File: src/rtl/cache_arbiter.sv
// cache_arbiter
// Arbitrates the LC-3b fetch port (read-only) and memory-stage port
// (read/write) onto a single 128-bit physical memory port, one line
// transaction at a time, and answers each client with a one-cycle resp pulse.
//
// Ports:
//   clk, reset_n                 clock, asynchronous active-low reset
//   if_read/if_addr              fetch line read request (held until if_resp)
//   if_rdata/if_resp             fetch line data + one-cycle completion pulse
//   d_read/d_write/d_addr/d_wdata memory-stage request (held until d_resp)
//   d_rdata/d_resp               memory-stage read data + completion pulse
//   pmem_read/pmem_write         physical strobes, held until pmem_resp
//   pmem_addr/pmem_wdata         latched line address / write data
//   pmem_rdata/pmem_resp         physical read data + one-cycle completion
module cache_arbiter #(
    parameter int unsigned STARVE_LIMIT = 4
) (
    input  logic         clk,
    input  logic         reset_n,
    input  logic         if_read,
    input  logic [15:0]  if_addr,
    output logic [127:0] if_rdata,
    output logic         if_resp,
    input  logic         d_read,
    input  logic         d_write,
    input  logic [15:0]  d_addr,
    input  logic [127:0] d_wdata,
    output logic [127:0] d_rdata,
    output logic         d_resp,
    output logic         pmem_read,
    output logic         pmem_write,
    output logic [15:0]  pmem_addr,
    output logic [127:0] pmem_wdata,
    input  logic [127:0] pmem_rdata,
    input  logic         pmem_resp
);

    localparam logic [3:0] LIMIT = 4'(STARVE_LIMIT);

    typedef enum logic [2:0] {IDLE, SERVE_I, SERVE_D, DONE_I, DONE_D} state_e;

    state_e         state_q;
    logic [3:0]     starve_q, starve_d;
    logic           pmem_read_q, pmem_write_q;
    logic [15:0]    pmem_addr_q;
    logic [127:0]   pmem_wdata_q;
    logic [127:0]   if_rdata_q, d_rdata_q;
    logic           if_resp_q, d_resp_q;
    logic           d_req, grant_i, grant_d;

    // Line offset bits never reach pmem.
    logic unused_addr_bits;
    assign unused_addr_bits = ^{if_addr[3:0], d_addr[3:0]};

    // Grant decision is only meaningful in IDLE. D wins ties unless the
    // fetch port has already watched LIMIT D grants go by.
    always_comb begin
        d_req    = d_read | d_write;
        grant_i  = (state_q == IDLE) && if_read && (!d_req || starve_q == LIMIT);
        grant_d  = (state_q == IDLE) && d_req && !grant_i;
        starve_d = starve_q;
        if (grant_i)
            starve_d = 4'd0;
        else if (grant_d)
            starve_d = !if_read ? 4'd0 : (starve_q == LIMIT ? starve_q : starve_q + 4'd1);
    end

    always_ff @(posedge clk or negedge reset_n) begin
        if (!reset_n) begin
            state_q      <= IDLE;
            starve_q     <= 4'd0;
            pmem_read_q  <= 1'b0;
            pmem_write_q <= 1'b0;
            pmem_addr_q  <= 16'd0;
            pmem_wdata_q <= 128'd0;
            if_rdata_q   <= 128'd0;
            d_rdata_q    <= 128'd0;
            if_resp_q    <= 1'b0;
            d_resp_q     <= 1'b0;
        end else begin
            case (state_q)
                IDLE: begin
                    starve_q <= starve_d;
                    if (grant_i) begin
                        pmem_read_q <= 1'b1;
                        pmem_addr_q <= {if_addr[15:4], 4'b0};
                        state_q     <= SERVE_I;
                    end else if (grant_d) begin
                        // read+write together is treated as a write
                        pmem_read_q  <= !d_write;
                        pmem_write_q <= d_write;
                        pmem_addr_q  <= {d_addr[15:4], 4'b0};
                        pmem_wdata_q <= d_wdata;
                        state_q      <= SERVE_D;
                    end
                end
                SERVE_I: begin
                    if (pmem_resp) begin
                        pmem_read_q <= 1'b0;
                        if_rdata_q  <= pmem_rdata;
                        if_resp_q   <= 1'b1;
                        state_q     <= DONE_I;
                    end
                end
                SERVE_D: begin
                    if (pmem_resp) begin
                        if (pmem_read_q) d_rdata_q <= pmem_rdata;
                        pmem_read_q  <= 1'b0;
                        pmem_write_q <= 1'b0;
                        d_resp_q     <= 1'b1;
                        state_q      <= DONE_D;
                    end
                end
                DONE_I: begin
                    if_resp_q <= 1'b0;
                    state_q   <= IDLE;
                end
                DONE_D: begin
                    d_resp_q <= 1'b0;
                    state_q  <= IDLE;
                end
                default: state_q <= IDLE;
            endcase
        end
    end

    assign pmem_read  = pmem_read_q;
    assign pmem_write = pmem_write_q;
    assign pmem_addr  = pmem_addr_q;
    assign pmem_wdata = pmem_wdata_q;
    assign if_rdata   = if_rdata_q;
    assign if_resp    = if_resp_q;
    assign d_rdata    = d_rdata_q;
    assign d_resp     = d_resp_q;

endmodule
File: config.mk
export PLATFORM = sky130hd
export DESIGN_NAME = cache_arbiter
export DESIGN_NICKNAME = d
export VERILOG_FILES = /design/src/rtl/cache_arbiter.sv
export SDC_FILE = /design/constraint.sdc
export NUM_CORES = 1
export LEC_CHECK = 0
export ABC_AREA = 1
export BUFFER_PORTS_ARGS = -buffer_cell sky130_fd_sc_hd__buf_2
export CORE_AREA = 3 3 273 275
export DETAILED_ROUTE_END_ITERATION = 8
export DIE_AREA = 0 0 276 278
export GPL_TIMING_DRIVEN = 0
export SLEW_MARGIN = 5
export SYNTH_ARGS = -nofsm -noshare
export SYNTH_HDL_FRONTEND = slang
export SYNTH_SLANG_ARGS = --single-unit
File: constraint.sdc
create_clock -name clk -period 4.4 [get_ports clk]
set_input_delay 0.88 -clock clk [delete_from_list [all_inputs] [get_ports clk]]
set_output_delay 0.88 -clock clk [all_outputs]
set_load 0.05 [all_outputs]
==> results.py, run 1 <==
metrics = {
    "synthesis": {
        "synth_area_leaders": "dfrtp_1 64%, nand2_1 13%, mux2_1 6.9%, nand3_1 4.5%, o21ai_0 4.2%",
        "yosysMostFrequentCell": "nand2_1",
        "synthTopCellsByCount": "534 x nand2_1, 407 x dfrtp_1, 145 x nand3_1",
        "synth_cell_types": 24,
        "ys.flop_type": "dfrtp_1",
        "yosys_register_bits": 407,
        "synth_cells": 1527,
        "avgSynthCellArea_um2": 10.5,
        "async_flop_share_pct": 100,
        "syn_area_mm2": 0.0160,
        "synth_edf_count": 0,
        "synthesis.yosys.warnings": 0,
        "ys_seq_area_share_pct": 63.8,
        "synth_area_leader_cell": "dfrtp_1",
        "synthDominantCellAreaShare_pct": 63.8,
    },
    "die": {
        "pin_count": 698,
        "initial_core_util_pct": 22.0,
        "rows": 99,
        "die_h_um": 278,
        "die-area_mm2": 0.0767,
        "chipWidth_um": 276,
        "coreArea_mm2": 0.0726,
    },
    "critical_path": {
        "r2r-end": "d_rdata[84]",
        "reg2reg_depth": 8,
        "cp-end-kind": "flip-flop",
        "path_common_cell": "nand2_1",
        "slowest_delay_ns": 0.40,
        "reg2reg_from": "state_q[1]",
        "cp_slowest_cell": "dfrtp_1",
        "path_class": "reg2reg",
        "crit_path_start_kind": "flip-flop",
        "cp_max_fo": 10,
        "timing.reg2reg.setup_slack_ns": 2.09,
        "path_cells": "inv_1, nor3_2, nand2_1, nor2_1, buf_2, buf_2, nand2_1, nand2_1",
        "critPathArrivalTime_ns": 2.81,
        "cp.required_ns": 4.90,
    },
    "sta": {
        "hold_violations": 0,
        "fin_crit_ns": 2.31,
        "worst_pin_slew_ns": 0.983,
        "maxSlewHeadroom_pct": 34.5,
        "fmax_mhz": 432,
        "period_share_pct": 52.6,
        "maxSlewViolCount": 0,
        "setup_violations": 0,
        "rsz0062_at_grt": "no",
        "finClkSkew_ns": 0.0237,
        "fin_ws_ns": 2.09,
    },
    "global_routing": {
        "grt_pass1_vias": 14156,
        "track_usage_pct": 15.2,
        "grt.overflow.total": 0,
        "grt_pass1_wl_um": 90700,
        "antenna_found_initial": 4,
        "grt_start_max_net_pins": 108,
    },
    "routing": {
        "vias": 13793,
        "routedWlPerCell_um": 18.4,
        "drt-pass1-iter-count": 7,
        "avgViaCountPerCell": 4.23,
        "wirelength_um": 60100,
        "drc": 0,
        "drt_iter0_markers": 649,
        "antenna_left": 0,
    },
    "layout": {
        "drive_above_1_share_pct": 37.1,
        "nets": 2560,
        "area.sequential_mm2": 0.0102,
        "syn_to_final_growth_pct": 38.4,
        "final_core_util_pct": 30.5,
        "nFillCells": 7691,
        "multi_input_area_mm2": 0.00517,
    },
    "clock_tree": {
        "clkTransAtPathRegs_ns": 0.06,
        "cts-root-buf": "clkbuf_16",
        "clk_path_buf_depth": 3,
        "cts_setup_buffers": 0,
        "cts_tree": "yes",
        "insertion_delay_ns": 0.57,
        "cts_resized": 0,
        "cts_hold_buf": 0,
        "cts_buffers": 44,
        "cts_sinks": 407,
        "htreeDepth": 2,
    },
    "place": {
        "dp_hpwl_um": 46700,
        "portBuffers": 685,
        "dp_slack_ns": 1.57,
        "routabilityCongestion": 0.875,
    },
    "status": {
        "status": "completed",
    },
    "job": {
        "drv_cap": 0,
    },
    "worst_hold_path": {
        "min-delay-path-class": "in2async",
    },
}
critical path: cells and delay by family, from the launching register on:
family | cells | cell delay [ns]
buffers and inverters | 3 | 0.88
and+or+nand+nor | 5 | 0.97
DFF | 1 | 0.40
layout make-up:
| class | count | area share, % |
|---|---|---|
| Antenna cell | 2 | 0.0226 |
| Buffer | 108 | 2.63 |
| Clock buffer | 69 | 5.77 |
| Clock inverter | 10 | 0.532 |
| Inverter | 13 | 0.221 |
| Multi-Input combinational cell | 1002 | 23.4 |
| Sequential cell | 407 | 46.1 |
| Tap cell | 959 | 5.43 |
| Timing Repair Buffer | 688 | 15.9 |
per-layer routing:
layer	routed length, um	track usage (%)	up-vias
met5	41	0	-
met4	2090	5.32	6
met3	5190	5.31	96
met2	29300	26.4	541
met1	23400	17.5	6678
li1	-	-	6472
per-stage QoR:
step           hold slack (ns)  area, um2  setup TNS, ns  cells
2_1_floorplan            0.512      16000              0   1530
3_3_place_gp             0.450      20600       -2460.74   3174
3_5_place_dp             0.453      20700              0   3177
4_1_cts                  0.332      22100              0   3256
5_1_grt                  0.345      22100              0   3256
6_report                 0.326      22100              0   3258
worst max-delay path by stage:
stage | start | end | depth (start not counted)
after floorplan | d_read | pmem_wdata[100] | 8
after global placement | reset_n | pmem_wdata[17] | 1
after detailed placement | d_write | pmem_wdata[37] | 7
after CTS | state_q[1] | d_rdata[80] | 8
after global routing | state_q[1] | d_rdata[80] | 8
final | state_q[1] | d_rdata[84] | 8
sequential cells by signal (all words and copies together) (netlist names):
signal / count
d_rdata: 128
if_rdata: 128
pmem_wdata: 128
pmem_addr: 12
starve_q: 4
state_q: 3
d_resp: 1
if_resp: 1
pmem_read: 1
pmem_write: 1
cell families (layout without fill, tap and decap cells):
kind of cell,Yosys count,count (layout),synth area share (%)
simple gates,704,704,17.9
buf+inv,121,888,3.94
compound gates,162,162,5.09
other cells,1,6,0.0235
flops,407,407,63.8
mux,128,128,9.02
xor+xnor,2,2,0.110
fa+ha+maj,2,2,0.157
layout by cell type, fill, tap and decap left out, drive strengths merged:
master,Yosys,final
a21oi,26,26
buf,71,759
bufinv,0,2
clkbuf,37,106
clkinv,0,6
clkinvlp,0,1
conb,1,4
dfrtp,407,407
diode,0,2
ha,2,2
inv,13,14
mux2,128,128
nand2,535,535
nand3,145,145
nand4,4,4
nor2,18,18
nor3,2,2
o211ai,1,1
o21ai,135,135
xor2,2,2
Power of run 1 is left out: the tool's default activity adds up to more than one toggle a clock period on the data nets, which glitch-free logic cannot reach.
==> run 2, diff against run 1 <==
--- a/config.mk
+++ b/config.mk
@@ -7,9 +7,9 @@
 export LEC_CHECK = 0
 export ABC_AREA = 1
 export BUFFER_PORTS_ARGS = -buffer_cell sky130_fd_sc_hd__buf_2
-export CORE_AREA = 3 3 273 275
+export CORE_AREA = 3 3 271 273
 export DETAILED_ROUTE_END_ITERATION = 8
-export DIE_AREA = 0 0 276 278
+export DIE_AREA = 0 0 274 276
 export GPL_TIMING_DRIVEN = 0
 export SLEW_MARGIN = 5
 export SYNTH_ARGS = -nofsm -noshare
==> constraint.sdc (replaced) <==
create_clock -name clk -period 1.9 [get_ports clk]
set_input_delay 0.38 -clock clk [delete_from_list [all_inputs] [get_ports clk]]
set_output_delay 0.38 -clock clk [all_outputs]
set_load 0.05 [all_outputs]
==> run 2 against run 1 <==
The run now ends with negative hold slack left. Hold slack worse by 0.54 ns. Via count grew 3.8%. Wire length increased by 0.91%. Die area is 1.4% lower. Global-route usage up 0.13 points. Critical path depth grew 1. Core utilization grew 2.5 points. Critical endpoint is now pmem_wdata[42].
==> results.py, run 2 (same netlist as run 1, synthesis figures left out) <==
metrics = {
    "layout": {
        "final_area_mm2": 0.0235,
        "final_common_cell": "buf_2",
        "nets": 2677,
        "layout_common_cells": "701 x buf_2, 531 x nand2_1, 406 x dfrtp_1, 145 x nand3_1, 133 x o21ai_0",
        "drive_above_1_share_pct": 36.9,
        "syn_to_final_growth_pct": 47.3,
    },
    "global_routing": {
        "grt.overflow.total": 0,
        "antenna_found_initial": 3,
        "track_usage_pct": 15.4,
        "grt_pass1_vias": 14780,
        "grt_start_max_net_pins": 112,
        "grt_pass1_wl_um": 89900,
    },
    "die": {
        "rows": 98,
        "die-area_mm2": 0.0756,
        "chipWidth_um": 274,
        "initial_core_util_pct": 22.4,
        "pin_count": 698,
        "coreArea_mm2": 0.0714,
        "die_h_um": 276,
    },
    "critical_path": {
        "crit_path_start_kind": "flip-flop",
        "reg2reg_from": "starve_q[0]",
        "critPathArrivalTime_ns": 2.32,
        "r2r-end": "pmem_wdata[42]",
        "reg2reg_depth": 9,
        "cp-end-kind": "flip-flop",
        "critPathLaunch": "starve_q[0]",
        "path_class": "reg2reg",
        "cp_max_fo": 10,
        "timing.reg2reg.setup_slack_ns": 0.08,
        "crit_path_end": "pmem_wdata[42]",
        "cp.required_ns": 2.40,
    },
    "clock_tree": {
        "cts_tree": "yes",
        "cts-root-buf": "clkbuf_16",
        "cts_buffers": 46,
        "htreeDepth": 2,
        "clkTransAtPathRegs_ns": 0.06,
        "clk_path_buf_depth": 3,
        "insertion_delay_ns": 0.57,
        "cts_hold_buf": 113,
        "cts_sinks": 407,
    },
    "sta": {
        "fin_crit_ns": 1.82,
        "fmax_mhz": 548,
        "setup_violations": 0,
        "maxSlewViolCount": 0,
        "maxSlewHeadroom_pct": 55.2,
        "rsz0062_at_grt": "yes",
        "fin_tns_setup_ns": 0,
        "finClkSkew_ns": 0.0261,
        "period_share_pct": 96.0,
        "worst_pin_slew_ns": 0.672,
        "hold_violations": 79,
        "holdWs_ns": -0.219,
    },
    "status": {
        "violations": "negative hold slack",
        "status": "complete, but fails checks",
    },
    "routing": {
        "antenna_left": 0,
        "drc": 0,
        "vias": 14314,
        "routedWlPerCell_um": 18.0,
        "drt-pass1-iter-count": 7,
        "drt_iter0_markers": 567,
        "wirelength_um": 60600,
        "avgViaCountPerCell": 4.25,
    },
    "place": {
        "dp_hpwl_um": 46200,
        "portBuffers": 685,
        "routabilityCongestion": 0.866,
        "dpl_cell_area_mm2": 0.0207,
    },
    "job": {
        "drv_cap": 0,
    },
    "worst_hold_path": {
        "min-delay-path-class": "in2async",
    },
}
run 2: changes by cell type in the layout (fill, tap and decap cells not counted), sizes merged:
cell,delta
inv,-1
clkbuf,+12
buf,-8
dlygate4sd3,+113
clkinv,+3
bufinv,-2
run 2: worst min-delay path by stage:
stage	startpoint	endpoint	slack [ns]	depth (start not counted)
after CTS	reset_n	if_rdata[17]	-0.23	1
after floorplan	reset_n	d_rdata[0]	0.08	0
after global routing	reset_n	if_rdata[17]	-0.19	1
after global placement	pmem_wdata[119]	pmem_wdata[119]	0.45	2
final	reset_n	if_rdata[17]	-0.22	1
after detailed placement	reset_n	if_rdata[17]	0.41	1
run 2: critical path, stage by stage (launching register included):
cell and delay (ns):
dfrtp_1 0.38, inv_1 0.08, ha_1 0.19, nand3_1 0.13
nand2_2 0.10, nand2_1 0.15, buf_4 0.22, buf_4 0.22
nand3_1 0.17, nand2_1 0.11
run 2: cell type report:
cell class              instances  area, um2
well taps                     950       1190
plain buffers                 107        722
flip-flops and latches        407      10200
diodes                          2       5.00
fillers                      7360      47800
clock inverters                10       75.1
multi-input cells            1002       5200
repair buffers                804       4690
clock buffers                  71       1410
inverters                      13       48.8
run 2: metrics by stage:
| step | hold slack (ns) | util, % | instances | setup slack [ns] |
|---|---|---|---|---|
| after global routing | -0.193 | 33.0 | 3364 | -0.0477 |
| after floorplan | 0.0844 | - | 1530 | 0.332 |
| final | -0.219 | 33.0 | 3366 | 0.0751 |
| after detailed placement | 0.412 | 29.0 | 3168 | -0.496 |
| after global placement | 0.448 | 28.9 | 3165 | -8.07 |
| after CTS | -0.226 | 32.8 | 3362 | -0.0966 |
run 2: timing repair:
action                     CTS  global route
resized for setup           30            66
setup endpoints to repair  278           265
hold endpoints to repair   241            79
buffers inserted             0             3
cloned                       0             0
pin swaps                    0             1
run 2: routing by layer:
metal / track usage, % / share of wire (%)
met4: 6.58 / 4.4
met1: 17.0 / 38
met5: 0 / 0
met3: 5.38 / 9.4
met2: 26.6 / 49
Power of run 2 is left out for the same reason.
==> run 3, diff against run 2 <==
--- a/config.mk
+++ b/config.mk
@@ -10,7 +10,6 @@
 export CORE_AREA = 3 3 271 273
 export DETAILED_ROUTE_END_ITERATION = 8
 export DIE_AREA = 0 0 274 276
-export GPL_TIMING_DRIVEN = 0
 export SLEW_MARGIN = 5
 export SYNTH_ARGS = -nofsm -noshare
 export SYNTH_HDL_FRONTEND = slang
==> run 3 against run 2 <==
The flow finishes with violations (negative setup slack). Clock-buffer cell count is 1 higher. Wire length is 9.9% lower. Core utilization down 0.79 points. Highest routed layer is now met5.
==> results.py, run 3 (same netlist as run 1, synthesis figures left out) <==
metrics = {
    "routing": {
        "drt_iter0_markers": 557,
        "vias": 13791,
        "routedWlPerCell_um": 16.7,
        "antenna_left": 0,
        "drt-pass1-iter-count": 4,
        "drc": 0,
        "avgViaCountPerCell": 4.21,
        "wirelength_um": 54600,
    },
    "die": {
        "die_h_um": 276,
        "die-area_mm2": 0.0756,
        "rows": 98,
        "pin_count": 698,
        "chipWidth_um": 274,
        "initial_core_util_pct": 22.4,
        "coreArea_mm2": 0.0714,
    },
    "critical_path": {
        "crit_cells": 5,
        "cp_slowest_cell": "dfrtp_1",
        "cp.required_ns": 2.34,
        "critical-path-top-delay-family": "simple AND/OR/NAND/NOR gates",
        "path_cells": "nor3_2, nand2_4, buf_12, o21ai_0, nand2_1",
        "path_class": "reg2reg",
        "slowest_delay_ns": 0.43,
        "reg2reg_depth": 5,
        "critPathArrivalTime_ns": 2.34,
        "cp-end-kind": "flip-flop",
        "cp_max_fo": 128,
        "crit_buf_inv": 1,
        "timing.reg2reg.setup_slack_ns": -0.003,
        "crit_path_start_kind": "flip-flop",
    },
    "global_routing": {
        "grt.overflow.total": 0,
        "grt_pass1_vias": 14139,
        "track_usage_pct": 13.8,
        "grt_pass1_wl_um": 82800,
        "grt_start_max_net_pins": 129,
        "antenna_found_initial": 6,
    },
    "sta": {
        "fin_crit_ns": 1.90,
        "maxSlewViolCount": 0,
        "rsz0062_at_grt": "yes",
        "fin_ws_ns": -0.00289,
        "period_share_pct": 100,
        "hold_violations": 0,
        "fmax_mhz": 526,
        "holdWs_ns": 0.0437,
        "maxSlewHeadroom_pct": 53.0,
        "fin_tns_setup_ns": -0.00289,
        "worst_pin_slew_ns": 0.705,
        "finClkSkew_ns": 0.0228,
        "setup_violations": 1,
    },
    "layout": {
        "nFillCells": 7471,
        "nets": 2581,
        "syn_to_final_growth_pct": 43.7,
        "drive_above_1_share_pct": 37.9,
        "layout_common_cells": "684 x buf_2, 530 x nand2_1, 405 x dfrtp_1, 145 x nand3_1, 127 x o21ai_0",
        "final_common_cell": "buf_2",
        "final_area_mm2": 0.0230,
    },
    "status": {
        "violations": "negative setup slack",
        "status": "complete, but fails checks",
    },
    "clock_tree": {
        "htreeDepth": 2,
        "clkTransAtPathRegs_ns": 0.06,
        "cts_setup_buffers": 0,
        "clk_path_buf_depth": 3,
        "cts-root-buf": "clkbuf_16",
        "cts_tree": "yes",
        "cts_buffers": 46,
        "cts_sinks": 407,
        "insertion_delay_ns": 0.56,
    },
    "job": {
        "drv_cap": 0,
    },
    "place": {
        "dp_slack_ns": 0.0696,
        "portBuffers": 685,
        "dp_hpwl_um": 40700,
        "routabilityCongestion": 0.839,
        "dpl_cell_area_mm2": 0.0210,
    },
    "worst_hold_path": {
        "min-delay-path-class": "in2reg",
        "whs_path_depth": 3,
    },
}
run 3: final timing paths:
path | start | end
min in group asynchronous | reset_n | d_rdata[57]
max | state_q[2] | d_rdata[67]
max in group asynchronous | reset_n | pmem_addr[5]
min reg2reg | pmem_wdata[1] | pmem_wdata[1]
min | pmem_rdata[23] | d_rdata[23]
max reg2reg | state_q[2] | d_rdata[67]
run 3: cell type report:
type | count | area, um2 | area share [%]
diodes | 6 | 15.0 | 0.0654
clock buffers | 72 | 1390 | 6.05
clock inverters | 11 | 95.1 | 0.414
inverters | 13 | 51.3 | 0.223
multi-input cells | 1002 | 5210 | 22.7
flip-flops and latches | 407 | 10200 | 44.4
well taps | 950 | 1190 | 5.18
repair buffers | 815 | 4820 | 21.0
run 3: worst min-delay path: cells and delay by family:
family        cells  cell delay [ns]
simple gates      2             0.10
buf+inv           1             0.09
run 3: what timing repair did:
action	4_1_cts	5_1_grt
pin swaps	0	1
resized for setup	1	9
hold buffers	50	0
endpoints found under the hold margin	76	0
setup endpoints to repair	1	32
run 3: metal layers:
layer	GRT usage (%)	part of all wire [%]	vias to the layer above
met5	0	0.024	-
met4	5.30	3.7	2
met3	4.15	8.3	99
met2	23.8	49	495
met1	16.1	39	6683
li1	-	-	6512
run 3: per-stage QoR:
stage / utilization (%) / cells
finish: 32.2 / 3276
detailed placement: 29.4 / 3137
global placement: 29.4 / 3137
floorplan: - / 1530
global route: 32.2 / 3272
CTS: 32.1 / 3270
Power of run 3 is left out for the same reason.
